--- src/rtl/matrix_mac_engine.sv ---
// matrix_mac_engine: n x n unsigned matrix multiply, one MAC per cycle over registered operands.
// Define MATRIX_MAC_SATURATE_EN to clamp each result to the element range instead of wrapping.
module matrix_mac_engine #(
  parameter int DATA_WIDTH = 32,
  parameter int MAX_DIM = 4,
  parameter int ACC_WIDTH = 2*DATA_WIDTH + $clog2(MAX_DIM)
) (
  input  logic clk,
  input  logic rst_n,
  input  logic in_valid,
  output logic in_ready,
  input  logic [$clog2(MAX_DIM+1)-1:0] cfg_dim,
  input  logic [MAX_DIM-1:0][MAX_DIM-1:0][DATA_WIDTH-1:0] matrix_A,
  input  logic [MAX_DIM-1:0][MAX_DIM-1:0][DATA_WIDTH-1:0] matrix_B,
  output logic [MAX_DIM-1:0][MAX_DIM-1:0][DATA_WIDTH-1:0] matrix_C,
  output logic out_valid,
  input  logic out_ready,
  output logic busy
);
  localparam int CW = $clog2(MAX_DIM+1);
  localparam int IW = $clog2(MAX_DIM);
  localparam int PW = 2*DATA_WIDTH;
  typedef enum logic [1:0] {IDLE, CALC, DONE} state_t;
  state_t state;
  logic [MAX_DIM-1:0][MAX_DIM-1:0][DATA_WIDTH-1:0] a_r, b_r;
  logic [IW-1:0] i, j, k, n_m1;
  logic [ACC_WIDTH-1:0] acc, sum;
  logic [PW-1:0] prod;
  logic [DATA_WIDTH-1:0] res;
  logic [CW-1:0] dim;
  always_comb begin
    dim = (cfg_dim == '0 || cfg_dim > CW'(MAX_DIM)) ? CW'(MAX_DIM) : cfg_dim;
    prod = PW'(a_r[i][k]) * PW'(b_r[k][j]);
    sum = acc + ACC_WIDTH'(prod);
`ifdef MATRIX_MAC_SATURATE_EN
    res = (|sum[ACC_WIDTH-1:DATA_WIDTH]) ? '1 : sum[DATA_WIDTH-1:0];
`else
    res = sum[DATA_WIDTH-1:0];
`endif
  end
  always_ff @(posedge clk) begin
    if (!rst_n) begin
      state <= IDLE;
      in_ready <= 1'b1;
      out_valid <= 1'b0;
      busy <= 1'b0;
      matrix_C <= '0;
      acc <= '0;
      i <= '0;
      j <= '0;
      k <= '0;
    end else begin
      case (state)
        IDLE: if (in_valid) begin
          a_r <= matrix_A;
          b_r <= matrix_B;
          n_m1 <= IW'(dim - CW'(1));
          matrix_C <= '0;
          acc <= '0;
          i <= '0;
          j <= '0;
          k <= '0;
          state <= CALC;
          in_ready <= 1'b0;
          busy <= 1'b1;
        end
        CALC: if (k == n_m1) begin
          // last term of this dot product: commit it and move to the next element
          matrix_C[i][j] <= res;
          acc <= '0;
          k <= '0;
          if (j == n_m1) begin
            j <= '0;
            if (i == n_m1) begin
              i <= '0;
              state <= DONE;
              out_valid <= 1'b1;
            end else begin
              i <= i + IW'(1);
            end
          end else begin
            j <= j + IW'(1);
          end
        end else begin
          acc <= sum;
          k <= k + IW'(1);
        end
        DONE: if (out_ready) begin
          state <= IDLE;
          out_valid <= 1'b0;
          busy <= 1'b0;
          in_ready <= 1'b1;
        end
        default: state <= IDLE;
      endcase
    end
  end
endmodule

--- config.mk ---
export PLATFORM = sky130hd
export DESIGN_NAME = matrix_mac_engine
export DESIGN_NICKNAME = d
export VERILOG_FILES = /design/src/rtl/matrix_mac_engine.sv
export SDC_FILE = /design/constraint.sdc
export NUM_CORES = 2
export LEC_CHECK = 0
export ABC_AREA = 1
export CORE_AREA = 2 2 596 598
export DETAILED_ROUTE_END_ITERATION = 6
export DIE_AREA = 0 0 598 600
export PLACE_DENSITY = 0.38
export SLEW_MARGIN = 20
export SYNTH_ARGS = -nofsm -noshare
export SYNTH_HDL_FRONTEND = slang
export SYNTH_SLANG_ARGS = --single-unit
--- constraint.sdc ---
create_clock -name clk -period 109.2 [get_ports clk]
set_input_delay 16.38 -clock clk [delete_from_list [all_inputs] [get_ports clk]]
set_output_delay 16.38 -clock clk [all_outputs]
set_load 0.01 [all_outputs]
After elaboration in Yosys (flattened, before gate mapping) --
Index checks and enable logic that the tools add are counted.
Cells by class: add/sub/neg operators 5, multipliers 1, order comparisons 6, equal/unequal tests 10, mux-type cells 46, reduce and logical (&&, ||, !) cells 15
Operators by type and width (number):
- $mux W512 | 2
- $pmux W512 S2 | 1
- $bmux W128 S2 | 2
- $bwmux W512 | 1
- $mux W128 | 3
- $demux W128 S2 | 1
- $mux W66 | 2
- $pmux W66 S2 | 1
- $bmux W32 S2 | 2
- $mux W32 | 3
- $add A66 B64 Y66 | 1
- $demux W32 S2 | 1
- $mul A32 B32 Y64 | 1
- $mux W2 | 13
- $pmux W2 S2 | 3
- $ne A2 B2 Y1 const B | 5
- $reduce_and A5 Y1 | 2
- $lt A2 B3 Y1 const B | 3
- $reduce_and A3 Y1 | 3
- $mux W1 | 7
- $add A2 B1 Y2 const B | 3
- $eq A2 B2 Y1 | 3
- $pmux W1 S2 | 3
- $pmux W2 S3 | 1
- other kinds (12) | 16
Storage, ports and cells: register bits 1615, input port bits 1031, output and inout port bits 515

Longest topological paths before layout --
depth after elaboration 9, mapped depth 47, depth with buffers taken out 42

Worst setup path after synthesis --
OpenSTA, ideal clock, no wires.
path kind in2reg, start input port rst_n, end register a_r[0] (netlist name) (enable), setup time 2.444 ns, data arrival time 59.100 ns, path slack 47.656 ns, stages on the path 3, buffers on the path 1, cells stage by stage inv_1 -> clkbuf_1 -> nor2_1
On the way: word-level cells in the longest chain between the ends 1
RTL lines:
- from (decl) | line 9 | input logic rst_n,
- $reduce_and A3 Y1 (no line)
- to (signal assigned) | line 55 | a_r <= matrix_A;
- to (decl) | line 25 | logic [MAX_DIM-1:0][MAX_DIM-1:0][DATA_WIDTH-1:0] a_r, b_r;
Every way passes these cells. A chain may end at the register's enable or synchronous reset.

Worst setup path in the final report --
start input port rst_n, end register a_r[489] (netlist name) (enable)
The elaborated chain is that of the path after synthesis.

==> out/qor.txt <==
Worst-case clock buffer depth: 4
Largest net degree at the start of global routing: 206
Worst Path Required: 109.71 ns
Share of post-route cells with drive strength above 1: 0.05336
CP Buf/Inv Count: 7
Status: finished clean
Setup_tns: 0 ns
Post-synth EDFFs: 1026
Number of port buffers: 1545
DRT Pass-1 Iters: 7
Post-Layout Cell Count: 14600
CP top delay family: buffers and inverters
Starting DRC count in detailed routing: 4572
Via density: 4.362
Final setup vio count: 0
Tmin final: 22.04 ns
Hold EP: matrix_C[418]
Slowest CP cell: clkdlybuf4s50_1
Post-DP HPWL: 285.2 mm
Avg Synthesized Cell Area: 9.369 sq um
Critical path class: input port to register
Crit path max fanout: 147
Rel. slew slack: 0.2484
Final period utilization: 0.2018
Placed Instances: 14180
Synthesized flop and latch total: 1581
Slowest stage delay, CP: 0.94 ns
Warnings, synthesis: 0
Clk_lat worst skew: 0.93 ns
Rows: 218
Post-route ant nets: 0
Cells after Synth: 8359
Num ports: 1546
DRC violations left: 0
RSZ-0062 raised after global routing: no
R2R depth: 40
Worst R2R Setup Slack: 97.35 ns
CORE AREA: 0.3519 sq mm
CTS hold repair buffers: 0
Clock Sinks: 1581
Initial antenna violation count: 232
RD Place Congestion: 0.8385
Top_reg_cell synth: edfxtp_1
Per-cell routed wire length: 26.28 um
Sequential area share after synthesis: 0.5353
Max Clk Rate: 45.37 MHz
Die W: 598 um
Fin. Hold Viols: 0
Total grt overflow: 0
Least-Margin Pin Slew: 1.127 ns
Top cells by count, synth: 2524 x nand2_1, 1116 x inv_1, 1026 x edfxtp_1
Inserted Clock Buffers: 196
Clk_skew: 0.1148 ns
CTS H-Tree Depth: 4
Dpl ws: 86.20 ns
Die height: 600 um
Final core utilization: 0.2991
Synthesis-to-finish area growth: 34.36%
Crit-path cells: clkdlybuf4s50_1 -> inv_8 -> nor2_4 -> buf_12 -> buf_4 -> buf_4 -> buf_4 -> buf_12
Count of cells resized by post-cts repair: 0
Initial Util: 0.2226
Worst Min Path Start: matrix_C[418]
Worst EP arrival: 22.55 ns
Count leader, synth: nand2_1
TritonCTS clock tree: done
Fin nets: 11360
Share of the synthesized area in the top cell type: 0.3934
Post-CTS Setup Bufs: 0
Maximum capacitance violations: 0
Total Routing Usage GR: 0.2074
Hold WC Path Type: register to register
Distinct cells, synth: 41
First-pass GRT wire length: 520.6 mm
WHS Path Cells: 2
Worst Setup End Kind: register
Synth area leaders: edfxtp_1 39%, dfxtp_1 14%, nand2_1 12%, fa_1 11%, inv_1 5.3%
Area of the mapped netlist: 0.07832 sq mm
Area of the die: 0.3588 sq mm
Most common cell on crit path: buf_4
Clock Pin Slew Worst Setup and Hold Paths: 0.06 ns
Clock root cell: clkbuf_16
Syn Nets: 9960
Number of global-route vias before repair: 63690
Critical Path Start Type: input port
Total number of vias: 63670
Largest area contributor in the netlist: edfxtp_1
Max-slew violations: 0
Final Worst Setup Slack: 87.16 ns
Critical R2R Launch: i[0]
Final WL: 383.6 mm
Asr flop ratio synth: 0
FF-to-FF End: matrix_C[253]
-- layer usage --
metal | vias to the layer above | GRT usage | wire length (um) | part of all wire
met4 | 110 | 0.06325 | 12810 | 0.033
met1 | 31350 | 0.2443 | 150800 | 0.39
li1 | 29380 | - | - | -
met3 | 697 | 0.04757 | 24800 | 0.065
met2 | 2137 | 0.3718 | 194500 | 0.51
met5 | - | 0 | 719 | 0.0019
-- per-stage QoR --
stage	cell area (sq um)	hold slack [ns]
4_1_cts	105000	0.4619
6_report	105200	0.4599
3_3_place_gp	98790	0.4446
2_1_floorplan	78320	0.4453
3_5_place_dp	98790	0.4515
5_1_grt	105200	0.4733
-- logic make-up (layout without fill, tap and decap cells) --
group           count (synthesis)  after routing  synth area share
compound gates                959            959           0.06309
xor+xnor                       40             40          0.004473
fa+ha+maj                     570            570            0.1330
flops                        1581           1581            0.5353
buf+inv                      1629           3183           0.08180
simple gates                 3580           3580            0.1823
other cells                     0             65                 0
-- cell usage in the layout, fill, tap and decap left out, types with 29 or more instances in the layout --
master and count:
clkinv_1 42, o21ai_1 34, buf_4 140, nand3_1 436
or2_2 41, clkinv_2 29, dfxtp_1 549, a21oi_1 634
clkbuf_1 49, clkdlybuf4s50_1 1545, diode_2 65, nand4_1 52
o21ai_0 231, ha_1 132, nor2_1 487, clkbuf_16 199
inv_1 1108, fa_1 438, nand2_1 2515, edfxtp_1 1026
-- sequential cells by signal, indices dropped and copies added (netlist names) --
register   flops
a_r          512
b_r          512
matrix_C     512
acc           32
i              2
j              2
k              2
n_m1           2
state          2
busy           1
in_ready       1
out_valid      1
-- worst min-delay path, cell delays in order (launching register included) --
cell     delay, ns
dfxtp_1       0.30
nand2_1       0.06
a21oi_1       0.05
-- worst max path at each step --
| stage | startpoint | to | cells after the start |
|---|---|---|---|
| after global placement | rst_n | a_r[129] | 8 |
| final | rst_n | a_r[489] | 8 |
| after detailed placement | rst_n | a_r[161] | 8 |
| after CTS | rst_n | a_r[501] | 8 |
| after floorplan | rst_n | a_r[0] | 3 |
| after global routing | rst_n | a_r[501] | 8 |
-- area by class of cell --
| cell class | instances | area [sq um] |
|---|---|---|
| diodes | 65 | 162.7 |
| multi-input cells | 5149 | 30150 |
| fillers | 37050 | 246600 |
| inverters | 1138 | 4302 |
| clock inverters | 89 | 855.8 |
| well taps | 4620 | 5781 |
| flip-flops and latches | 1581 | 41940 |
| repair buffers | 1691 | 16640 |
| clock buffers | 265 | 5398 |
Power is not shown: default switching activity piles up to over one toggle a cycle in this logic, so the estimate is an artifact.
